File: config.mk
export PLATFORM = sky130hd
export DESIGN_NAME = us_delay_arbiter
export DESIGN_NICKNAME = d
export VERILOG_FILES = /design/src/rtl/us_delay_pkg.sv /design/src/rtl/us_delay_arbiter_tick_gen.sv /design/src/rtl/us_delay_arbiter.sv
export SDC_FILE = /design/constraint.sdc
export NUM_CORES = 1
export LEC_CHECK = 0
export CAP_MARGIN = 20
export CORE_ASPECT_RATIO = 0.75
export CORE_MARGIN = 2
export CORE_UTILIZATION = 42
export CTS_BUF_LIST = sky130_fd_sc_hd__clkbuf_4
export DETAILED_ROUTE_END_ITERATION = 10
export GPL_TIMING_DRIVEN = 0
export PLACE_DENSITY_LB_ADDON = 0.05
export SYNTH_ARGS = -nofsm -noshare
export SYNTH_HDL_FRONTEND = slang
export SYNTH_HIERARCHICAL = 1
export SYNTH_SLANG_ARGS = --single-unit
export TNS_END_PERCENT = 50
File: constraint.sdc
create_clock -name clk -period 2.8 [get_ports clk]
set_clock_uncertainty 0.05 [all_clocks]
set_input_delay 0.28 -clock clk [delete_from_list [all_inputs] [get_ports clk]]
set_output_delay 0.28 -clock clk [all_outputs]
set_load 0.02 [all_outputs]
File: src/rtl/us_delay_pkg.sv
// Shared types, defaults and round-robin helper for the microsecond delay arbiter.
package us_delay_pkg;

   typedef enum logic [1:0] {
      IDLE = 2'd0,
      RUN  = 2'd1,
      DONE = 2'd2
   } state_e;

   localparam int CLK_DIV_DEFAULT = 100;
   localparam int DLY_W_DEFAULT   = 16;
   localparam int MAX_NREQ        = 8;

   // Returns {found, index} of the first set request at or after ptr, wrapping modulo nreq.
   function automatic logic [3:0] rr_pick(input logic [MAX_NREQ-1:0] req,
                                          input logic [2:0] ptr,
                                          input int nreq);
      logic [3:0] res;
      logic [2:0] idx;
      res = 4'd0;
      // Walk backwards so the earliest candidate in search order is written last.
      for (int k = MAX_NREQ - 1; k >= 0; k--) begin
         if (k < nreq) begin
            idx = 3'((int'(ptr) + k) % nreq);
            if (req[idx]) begin
               res = {1'b1, idx};
            end
         end
      end
      return res;
   endfunction

endpackage

File: src/rtl/us_delay_arbiter_tick_gen.sv
// Modulo-CLK_DIV prescaler with a registered one-cycle tick and synchronous clear.
module tick_gen
   import us_delay_pkg::*;
#(
   parameter int CLK_DIV = CLK_DIV_DEFAULT,
   parameter int DIV_W   = 7
) (
   input  logic clk,
   input  logic reset,
   input  logic clr,
   output logic tick
);

   localparam logic [DIV_W-1:0] LAST = DIV_W'(CLK_DIV - 1);
   // A clear loads 1, so the registered tick lands on the last cycle of each
   // CLK_DIV-long period measured from the clearing edge.
   localparam logic [DIV_W-1:0] CLR_VAL = DIV_W'((CLK_DIV > 1) ? 1 : 0);

   logic [DIV_W-1:0] cnt_q, cnt_d;
   logic             tick_q, tick_d;

   always_comb begin
      cnt_d  = cnt_q;
      tick_d = 1'b0;
      if (clr) begin
         cnt_d = CLR_VAL;
      end else begin
         tick_d = (cnt_q == LAST);
         cnt_d  = (cnt_q == LAST) ? '0 : cnt_q + 1'b1;
      end
   end

   always_ff @(posedge clk or negedge reset) begin
      if (!reset) begin
         cnt_q  <= '0;
         tick_q <= 1'b0;
      end else begin
         cnt_q  <= cnt_d;
         tick_q <= tick_d;
      end
   end

   assign tick = tick_q;

endmodule

File: src/rtl/us_delay_arbiter.sv
// Round-robin arbiter sharing one microsecond delay timer between NREQ requesters.
// Optional macro US_DLY_ABORT_EN: dropping req of the granted requester aborts its delay.
module us_delay_arbiter
   import us_delay_pkg::*;
#(
   parameter int NREQ    = 4,
   parameter int CLK_DIV = CLK_DIV_DEFAULT,
   parameter int DIV_W   = 7,
   parameter int DLY_W   = DLY_W_DEFAULT
) (
   input  logic                  clk,
   input  logic                  reset,
   input  logic [NREQ-1:0]       req,
   input  logic [NREQ*DLY_W-1:0] dly_us,
   output logic [NREQ-1:0]       gnt,
   output logic [NREQ-1:0]       done,
   output logic                  busy,
   output logic                  tick_1us
);

   localparam logic [NREQ-1:0] ONE = NREQ'(1);

   state_e           state_q, state_d;
   logic [NREQ-1:0]  gnt_q, gnt_d;
   logic [NREQ-1:0]  done_q, done_d;
   logic             busy_q, busy_d;
   logic [2:0]       sel_q, sel_d;
   logic [2:0]       rr_ptr_q, rr_ptr_d;
   logic [DLY_W-1:0] rem_q, rem_d;

   logic [MAX_NREQ-1:0] req_ext;
   logic [DLY_W-1:0]    dly_arr [NREQ];
   logic [DLY_W-1:0]    dly_sel;
   logic [3:0]          pick;
   logic [2:0]          next_ptr;
   logic                dly_clr;
   logic                dly_tick;
   logic                abort_hit;

   tick_gen #(.CLK_DIV(CLK_DIV), .DIV_W(DIV_W)) u_free_tick (
      .clk   (clk),
      .reset (reset),
      .clr   (1'b0),
      .tick  (tick_1us)
   );

   tick_gen #(.CLK_DIV(CLK_DIV), .DIV_W(DIV_W)) u_dly_tick (
      .clk   (clk),
      .reset (reset),
      .clr   (dly_clr),
      .tick  (dly_tick)
   );

   for (genvar gi = 0; gi < NREQ; gi++) begin : g_dly
      assign dly_arr[gi] = dly_us[gi*DLY_W +: DLY_W];
   end

   always_comb begin
      req_ext             = '0;
      req_ext[NREQ-1:0]   = req;
   end

   assign pick     = rr_pick(req_ext, rr_ptr_q, NREQ);
   assign next_ptr = (sel_q == 3'(NREQ - 1)) ? 3'd0 : sel_q + 3'd1;

   always_comb begin
      dly_sel = '0;
      for (int i = 0; i < NREQ; i++) begin
         if (pick[2:0] == 3'(i)) dly_sel = dly_arr[i];
      end
   end

`ifdef US_DLY_ABORT_EN
   always_comb begin
      abort_hit = 1'b0;
      for (int i = 0; i < NREQ; i++) begin
         if (sel_q == 3'(i)) abort_hit = !req[i];
      end
   end
`else
   assign abort_hit = 1'b0;
`endif

   always_comb begin
      state_d  = state_q;
      gnt_d    = gnt_q;
      done_d   = '0;
      busy_d   = busy_q;
      sel_d    = sel_q;
      rr_ptr_d = rr_ptr_q;
      rem_d    = rem_q;
      dly_clr  = 1'b0;
      case (state_q)
         IDLE: begin
            if (pick[3]) begin
               state_d = RUN;
               gnt_d   = ONE << pick[2:0];
               busy_d  = 1'b1;
               sel_d   = pick[2:0];
               rem_d   = dly_sel;
               dly_clr = 1'b1;
            end
         end
         RUN: begin
            if (abort_hit) begin
               state_d  = IDLE;
               gnt_d    = '0;
               busy_d   = 1'b0;
               rr_ptr_d = next_ptr;
            // A zero delay finishes one clock after the grant.
            end else if (rem_q == '0 || (dly_tick && rem_q == DLY_W'(1))) begin
               state_d = DONE;
               gnt_d   = '0;
               busy_d  = 1'b0;
               done_d  = ONE << sel_q;
            end else if (dly_tick) begin
               rem_d = rem_q - 1'b1;
            end
         end
         DONE: begin
            state_d  = IDLE;
            rr_ptr_d = next_ptr;
         end
         default: state_d = IDLE;
      endcase
   end

   always_ff @(posedge clk or negedge reset) begin
      if (!reset) begin
         state_q  <= IDLE;
         gnt_q    <= '0;
         done_q   <= '0;
         busy_q   <= 1'b0;
         sel_q    <= '0;
         rr_ptr_q <= '0;
         rem_q    <= '0;
      end else begin
         state_q  <= state_d;
         gnt_q    <= gnt_d;
         done_q   <= done_d;
         busy_q   <= busy_d;
         sel_q    <= sel_d;
         rr_ptr_q <= rr_ptr_d;
         rem_q    <= rem_d;
      end
   end

   assign gnt  = gnt_q;
   assign done = done_q;
   assign busy = busy_q;

endmodule

==> out/qor.csv, run 1 <==
metric,value,unit
critical path class,in -> reg,
vias in the first global route,2853,
GRT overflow,0,
Post-synth EDFFs,0,
Yosys cell types,59,
total CTS buffers,5,
Final setup viols,0,
via/cell ratio,5.53,
pin count of the biggest net entering global routing,26,
Min-Delay Path Depth,3,
die area,7980,µm²
worst-case reg-to-reg path depth,8,
synth warn,6,
Die W,102,µm
Synth Area per Inst,9.43,µm²
DRT iter0 DRCs,182,
worst skew pair latency,0.37,ns
worst vdd ir,0.208,mV
diode count,0,
Tmin final,2.37,ns
post-route cell area,4080,µm²
Register Area,1180,µm²
setup ws final,0.430,ns
Critical Path Start Type,input pin,
hold wc startpoint,req[2],
count of hold-fix buffers inserted at cts,1,
Post-DP Area,3990,µm²
non-filler instance count after layout,513,
drt pass-1 iters,4,
CTS max path bufs,2,
hold path endpoint,gnt[2],
drt wl/cell,17.3,µm
overall routing resource usage,23.6,%
total power draw,1.46,mW
Yosys reg bits,47,
share of layout cells above drive strength 1,11.3,%
Final Hold Fails,0,
area occupied by multi-input gates,1750,µm²
clock root buffer,clkbuf_4,
Final ANT Viol Nets,0,
CTS tree,done,
Worst setup EP type,flop,
Reg-to-Reg End,rem_q[4],
P_leak,1.54,nW
Final Max Slew Viols,0,
highest clock rate,0.422,GHz
# clock sinks,47,
RR Startpoint,rem_q[0],
DRC Markers,0,
first-pass GRT wire length,14400,µm
worst-margin pin slew,0.665,ns
CP max stage delay,0.51,ns
pwr/cell area,359,nW/µm²
"top cells by area, synth","dfrtp_1 (38%), o21ai_0 (4.9%), nand2_1 (4.1%)",
unrepaired setup endpoints after global routing,false,
Core Area,6930,µm²
Main synth FF type,dfrtp_1,
Max-Cap Viols,0,
row cnt,26,
initial antenna violation count,0,
status,"complete, no violations",
CP max-delay cell,clkdlybuf4s50_1,
Port Buf Inserts,78,
clock slew at reported path FFs,0.15,ns
GPL Wtd Cong,0.852,
Worst path top cell family by delay,compound AO/OA/AOI/OAI gates,
WP data required,3.01,ns
Cells after Synth,324,
Die Y,77.9,µm
async set-reset flop share out of synthesis,100,%
postcts setup bufs,0,
"Area growth, synth to finish",33.4,%
fin crit share,84.6,%
reg2reg setup slack,0.44,ns
nets,493,
"Arr. time, crit path",2.58,ns
Hold WC Path Type,in -> reg,
area share of the largest cell type after synthesis,38.5,%
placed cells,504,
Ports,80,
worst relative slew slack,54.5,%
sequential area share after synthesis,38.5,%
Post-DP HPWL,6870,µm
Buffers & Inverters on Critical Path,2,
number of gates resized after cts,0,
Starting Density,44.1,%
CTS H-tree depth,2,
Place WS,0.0439,ns
leading area contributor after synthesis,dfrtp_1,
WL final,8850,µm
CP max FO,10,
vias post-DR,2837,
CP cell instances,clkdlybuf4s50_1 > nor2b_1 > o21a_1 > nor2_2 > buf_6 > mux2_2 > a221oi_1 > o21ai_0,
fillers,628,
hold slack,0.360,ns
Mapped Area,3060,µm²
## stage by stage
stage,utilization [%],setup TNS (ns)
after floorplan,-,0
after global placement,57.3,-3.13
after detailed placement,57.5,0
after CTS,58.8,0
after global routing,58.8,0
final,58.8,0
## state kept, by name (all words and copies together) (netlist names), 2 cells and up
register           count
sel_q                  2
rr_ptr_q               2
rem_q                 16
done                   4
state_q                2
gnt                    4
u_dly_tick/cnt_q       7
u_free_tick/cnt_q      7
## final cells by class
cell class	instances	area share, %
Buffer	14	2.52
Clock buffer	5	0.921
Clock inverter	3	1.04
Inverter	10	0.921
Multi-Input combinational cell	256	43.0
Sequential cell	47	28.9
Tap cell	98	3.01
Timing Repair Buffer	80	19.8
## Yosys cell counts (2+ instances only)
cell type,number
nor2_1,22
nand3_1,13
nor2b_1,3
o21bai_1,2
a211o_1,4
o21a_1,2
nor2_2,2
mux2_2,8
or2_2,4
buf_6,6
o22ai_1,5
a221o_1,3
nand4b_1,2
a22oi_1,3
nor3_1,5
or4b_4,2
o211ai_1,3
o221ai_1,5
xnor2_1,2
inv_1,10
xor2_1,4
nor4_1,8
o21bai_4,2
a31oi_1,5
dfrtp_1,47
and2_1,4
a221oi_1,7
a21oi_1,13
buf_2,4
mux2i_1,10
o21ai_0,30
a2bb2oi_1,2
clkbuf_1,4
nand2_1,33
o22a_1,2
or3_1,7
ha_1,9
nand2b_1,5
nand4_1,2
## cell families after synthesis
kind of cell	synth area share [%]
AO/OA/AOI/OAI	23.1
buffers and inverters	4.59
XOR/XNOR	1.72
AND/OR/NAND/NOR	22.1
flip-flops	38.5
multiplexers	6.22
adder cells (fa/ha/maj)	3.69
other	0.123
## tightest hold or removal path, stage by stage
cell	delay, ns
buf_6	0.11
o21ai_0	0.22
o22ai_1	0.13
## report_power, final
part	total (mW)	switching [mW]	internal, mW	leakage (nW)
registers	0.748	0.0379	0.710	0.570
clock network	0.429	0.241	0.189	0.0432
logic	0.286	0.119	0.167	0.929
total	1.46	0.397	1.07	1.54
## per-layer routing
layer	wire, µm	share of wire (%)	GRT usage (%)
met5	0	0	0
met4	189	2.1	8.00
met3	660	7.5	4.50
met2	3760	42	35.3
met1	4240	48	33.9
## cells in the final DEF, fill, tap and decap left out, types with 8 or more instances in the layout
cell type	netlist	routed
nand3_1	13	13
nor4_1	8	8
clkdlybuf4s50_1	0	77
o21ai_0	30	30
ha_1	9	9
mux2i_1	10	10
mux2_2	8	8
a21oi_1	13	13
nand2_1	33	33
dfrtp_1	47	47
inv_1	10	10
nor2_1	22	22
## how the worst max path moves through the flow
stage             start        end  slack, ns  cells after the start
6_report         req[0]  rem_q[15]       0.43                      8
5_1_grt        rem_q[0]   rem_q[9]       0.26                      8
4_1_cts          req[0]  rem_q[15]       0.45                      8
3_5_place_dp     req[0]  rem_q[15]       0.04                      8
3_3_place_gp      reset   rem_q[7]      -0.07                      1
2_1_floorplan  rem_q[2]   rem_q[7]       0.87                      7
Note: power is estimated with default switching activity, not from simulation.
==> inputs of run 2 (changes only) <==
Clock period 2.8 ns to 2.5 ns, I/O delays scaled along.
==> run 2 against run 1 <==
Sequential share of layout area about the same; global-route usage stayed put; cell count unchanged; power rose by 12%; wire length grew 0.21%; first-iteration DRC count decreased by 1.1%; worst setup slack got worse by 0.28 ns; critical path depth down 1; combinational power grew 12%; design area grew 0.15%; non-clock buffer count unchanged; largest cell class unchanged; largest power group unchanged; highest routed layer unchanged.
==> out/qor.csv, run 2 (synthesized netlist as in run 1, its figures left out) <==
metric,value,unit
status,"complete, no violations",
pin count of the biggest net entering global routing,26,
GPL Wtd Cong,0.852,
# clock sinks,47,
worst skew pair latency,0.37,ns
RR Startpoint,rr_ptr_q[0],
initial antenna violation count,0,
max reg flops,16,
"Arr. time, crit path",2.55,ns
utilization after layout,58.9,%
WL final,8870,µm
first-pass GRT wire length,14400,µm
Final ANT Viol Nets,0,
hold slack,0.323,ns
placed cells,504,
drt wl/cell,17.3,µm
Critical Path Start Type,flop,
Setup crit start,rr_ptr_q[0],
Final Hold Fails,0,
top flop regs,"rem_q x16, u_dly_tick/cnt_q x7, u_free_tick/cnt_q x7",
via/cell ratio,5.54,
WP data required,2.71,ns
CP max stage delay,0.52,ns
Worst path top cell family by delay,compound AO/OA/AOI/OAI gates,
GRT overflow,0,
"commonest non-fill, non-tap cell in the layout",clkdlybuf4s50_1,
CP cell instances,nor2b_1 > o21a_1 > nor2_2 > buf_6 > mux2_2 > a221oi_1 > o21ai_0,
Post-DP HPWL,6870,µm
CTS H-tree depth,2,
fin crit share,93.9,%
Max-Cap Viols,0,
"Area growth, synth to finish",33.6,%
Die Y,77.9,µm
clock root buffer,clkbuf_4,
row cnt,26,
clock slew at reported path FFs,0.15,ns
Final Max Slew Viols,0,
unrepaired setup endpoints after global routing,false,
post-route cell area,4080,µm²
Tmin final,2.35,ns
overall routing resource usage,23.6,%
worst vdd ir,0.233,mV
Port Buf Inserts,78,
hold wc startpoint,req[2],
highest clock rate,0.426,GHz
CP max-delay cell,dfrtp_1,
worst-margin pin slew,0.696,ns
Top reg by flops,rem_q,
Hold WC Path Type,in -> reg,
fillers,627,
critical path class,reg -> reg,
pwr/cell area,402,nW/µm²
CTS max path bufs,2,
most frequent cells in the layout,"clkdlybuf4s50_1 (77), dfrtp_1 (47), nand2_1 (33)",
Final setup viols,0,
Buffers & Inverters on Critical Path,1,
worst relative slew slack,52.4,%
non-filler instance count after layout,513,
vias in the first global route,2853,
Ports,80,
diode count,0,
P_leak,1.54,nW
share of layout cells above drive strength 1,11.6,%
DRC Markers,0,
Post-DP Area,3990,µm²
vias post-DR,2842,
Core Area,6930,µm²
Die W,102,µm
Worst setup EP type,flop,
die area,7980,µm²
DRT iter0 DRCs,180,
CP max FO,10,
drt pass-1 iters,5,
nets,493,
Starting Density,44.1,%
CTS tree,done,
total CTS buffers,5,
[run 2: layout make-up]
type / count / area (µm²) / share of cell area [%]
repair buffers: 80 / 806 / 19.7
multi-input cells: 256 / 1760 / 43.0
clock buffers: 5 / 37.5 / 0.920
well taps: 98 / 123 / 3.00
clock inverters: 3 / 42.5 / 1.04
flip-flops and latches: 47 / 1180 / 28.8
inverters: 10 / 37.5 / 0.920
plain buffers: 14 / 103 / 2.51
[run 2: where the power goes]
| part | switching, mW | internal [mW] |
|---|---|---|
| clock | 0.271 | 0.211 |
| sequential | 0.0427 | 0.795 |
| combinational | 0.134 | 0.187 |
| total | 0.447 | 1.19 |
[run 2: metrics by stage]
step,total power [mW],setup slack (ns),TNS (ns)
2_1_floorplan,0.988,0.568,0
3_3_place_gp,1.16,-0.340,-17.25
3_5_place_dp,1.17,-0.226,-2.11
4_1_cts,1.65,0.153,0
5_1_grt,1.73,0.0281,0
6_report,1.64,0.153,0
[run 2: metal layers]
| metal | vias to the layer above | GRT usage [%] | share of wire, % |
|---|---|---|---|
| met5 | - | 0 | 0 |
| met4 | 0 | 8.00 | 2.6 |
| met3 | 24 | 4.50 | 6.7 |
| met2 | 111 | 35.3 | 42 |
| met1 | 1320 | 33.9 | 49 |
| li1 | 1387 | - | - |
[run 2: worst reg2reg max path, cell delays in order, from the launching register on]
cell	delay [ns]
dfrtp_1	0.52
nor2b_1	0.08
o21a_1	0.19
nor2_2	0.23
buf_6	0.23
mux2_2	0.35
a221oi_1	0.42
o21ai_0	0.16
[run 2: timing repair]
item	4_1_cts	5_1_grt
resized for setup	0	1
setup endpoints to repair	0	2
buffers inserted	0	0
hold buffers	1	0
endpoints found under the hold margin	22	0
[run 2: worst paths after layout]
| check | end | slack, ns | cells past startpoint |
|---|---|---|---|
| worst max-delay path | rem_q[15] | 0.15 | 7 |
| worst min-delay path | gnt[2] | 0.32 | 3 |
| worst max register to register | rem_q[15] | 0.15 | 7 |
| worst min register to register | u_free_tick/tick | 0.47 | 1 |
| max in group asynchronous | rem_q[4] | 1.53 | 3 |
| min in group asynchronous | u_free_tick/cnt_q[3] | 0.34 | 2 |
==> inputs of run 3 (changes only) <==
Settings changed: SYNTH_HIERARCHICAL 1 to not set.
==> run 3 against run 2 <==
Combinational power grew 18%; cell count shrank 8.0%; clock power shrank 3%; synthesized cell count shrank 7.7%; critical path depth grew 1; sequential share of layout area grew 1.4 points; register-to-register slack gained 0.02 ns; wire length shrank 5.8%; design area shrank 4.6%; flip-flop and latch count is the same; area after synthesis shrank 5.6%; critical path type unchanged; non-clock buffer count shrank 2.
==> out/qor.csv, run 3 <==
metric,value,unit
clock root buffer,clkbuf_4,
Cells after Synth,299,
top flop regs,"rem_q x16, u_dly_tick.cnt_q x7, u_free_tick.cnt_q x7",
CTS tree,done,
critical path class,reg -> reg,
Main synth FF type,dfrtp_1,
Die Y,75.8,µm
most frequent cell after synthesis,dfrtp_1,
Place WS,-0.122,ns
area share of the largest cell type after synthesis,40.8,%
Starting Density,42.8,%
Die W,99.7,µm
sequential area share after synthesis,40.8,%
Final Max Slew Viols,0,
post-route cell area,3890,µm²
drt pass-1 iters,5,
RR Startpoint,rem_q[0],
Yosys cell types,54,
Post-synth EDFFs,0,
fillers,593,
utilization after layout,57.8,%
Final Hold Fails,0,
fin crit share,92.9,%
total power draw,1.74,mW
status,"complete, no violations",
postcts setup bufs,0,
max reg flops,16,
DRT iter0 DRCs,179,
most frequent cells in the layout,"clkdlybuf4s50_1 (78), dfrtp_1 (47), nor2_1 (21), a21oi_1 (21), o21ai_0 (20)",
Setup crit start,rem_q[0],
Ports,80,
first-pass GRT wire length,13300,µm
"top cells by area, synth","dfrtp_1 (41%), mux2i_1 (4.5%), ha_1 (3.9%)",
reg2reg setup slack,0.18,ns
worst-case reg-to-reg path depth,8,
synth warn,0,
worst-margin pin slew,0.798,ns
highest clock rate,0.431,GHz
initial antenna violation count,0,
hold slack,0.370,ns
Post-DP Area,3800,µm²
end of the critical path,rem_q[2],
total CTS buffers,5,
Yosys reg bits,47,
nets,466,
Final setup viols,0,
die area,7550,µm²
Reg-to-Reg End,rem_q[2],
Synth Area per Inst,9.65,µm²
most used routing layer,met2,
met1 usage,32.8,%
vias in the first global route,2622,
met3 usage,4.68,%
Critical Path Start Type,flop,
met2 global-route usage,35.4,%
"Arr. time, crit path",2.54,ns
row cnt,26,
# clock sinks,47,
Port Buf Inserts,79,
clock slew at reported path FFs,0.14,ns
placed cells,463,
GPL Wtd Cong,0.846,
Post-DP HPWL,6250,µm
Total Neg Setup Slack,0,ns
CTS H-tree depth,2,
"Area growth, synth to finish",35.1,%
Mapped Area,2880,µm²
Final ANT Viol Nets,0,
overall routing resource usage,22.8,%
CTS max path bufs,2,
async set-reset flop share out of synthesis,100,%
setup ws final,0.178,ns
DRC Markers,0,
drt wl/cell,17.7,µm
Top reg by flops,rem_q,
leading area contributor after synthesis,dfrtp_1,
worst skew pair latency,0.36,ns
CP max FO,6,
vias post-DR,2765,
Hold WC Path Type,in -> async,
pin count of the biggest net entering global routing,26,
Commonest cells post-synth,"dfrtp_1 (47), nor2_1 (22), a21oi_1 (21), o21ai_0 (20), nand2_1 (18)",
unrepaired setup endpoints after global routing,false,
Mapped Nets,378,
Tmin final,2.32,ns
GRT overflow,0,
worst vdd ir,0.181,mV
WP data required,2.71,ns
Worst setup EP type,flop,
non-filler instance count after layout,472,
share of layout cells above drive strength 1,8.51,%
Core Area,6730,µm²
Max-Cap Viols,0,
via/cell ratio,5.86,
diode count,0,
WL final,8350,µm
"commonest non-fill, non-tap cell in the layout",clkdlybuf4s50_1,
pwr/cell area,447,nW/µm²
P_leak,1.61,nW
worst relative slew slack,46.7,%
[run 3: cell types whose count changed in the layout (fill, tap and decap cells not counted), moves of 4 or more]
cell | previous run | this run
a21oi_1 | 13 | 21
a31oi_1 | 5 | 1
and3_1 | 1 | 8
conb_1 | 4 | 0
nand2_1 | 33 | 18
nor3_1 | 5 | 13
nor4_1 | 8 | 3
o21ai_0 | 30 | 20
or2_2 | 4 | 0
or3_1 | 7 | 1
[run 3: worst max-delay path, stage by stage (launching register included)]
cell	delay, ns
dfrtp_1	0.46
inv_1	0.14
ha_1	0.17
a21oi_1	0.05
nor4_2	0.37
a31oi_2	0.31
nor2_2	0.37
nor2_1	0.09
o211a_1	0.21
[run 3: cell families (layout without fill, tap and decap cells)]
group	count (synthesis)	count (layout)	share of synthesized area (%)
muxes	20	20	7.24
adders and majority gates	9	9	3.90
DFF	47	47	40.8
and+or+nand+nor	103	103	18.7
buffers and inverters	20	109	3.56
xor gates and xnor gates	8	8	2.43
AOI/OAI and AO/OA	92	92	23.4
[run 3: final cells by class]
cell class / instances / area [µm²] / share of cell area (%)
Tap cell: 84 / 105 / 2.70
Timing Repair Buffer: 81 / 823 / 21.1
Clock buffer: 5 / 37.5 / 0.964
Buffer: 11 / 68.8 / 1.77
Inverter: 9 / 33.8 / 0.867
Sequential cell: 47 / 1180 / 30.2
Multi-Input combinational cell: 232 / 1610 / 41.3
Clock inverter: 3 / 42.5 / 1.09
[run 3: what timing repair did]
item / CTS / global route
hold buffers: 1 / 0
resized for setup: 0 / 1
hold endpoints to repair: 24 / 0
setup endpoints to repair: 0 / 5
[run 3: routing by layer]
layer / share of wire (%) / vias to the layer above / wire length [µm]
met5: 0 / - / 0
met4: 1.2 / 0 / 99
met3: 8.8 / 10 / 735
met2: 43 / 146 / 3560
met1: 47 / 1304 / 3950
li1: - / 1305 / -
[run 3: worst min-delay path by stage]
stage,from,end,slack [ns]
floorplan,reset,busy,-0.1
global placement,u_free_tick.cnt_q[0],u_free_tick.cnt_q[0],0.39
detailed placement,reset,done[1],0.25
CTS,dly_us[43],rem_q[11],0.37
global route,dly_us[43],rem_q[11],0.40
finish,reset,done[3],0.37
[run 3: power by group]
group / switching (mW) / internal (mW) / total, mW
clock: 0.255 / 0.211 / 0.466
combinational: 0.170 / 0.208 / 0.378
sequential: 0.0699 / 0.826 / 0.896
total: 0.494 / 1.25 / 1.74
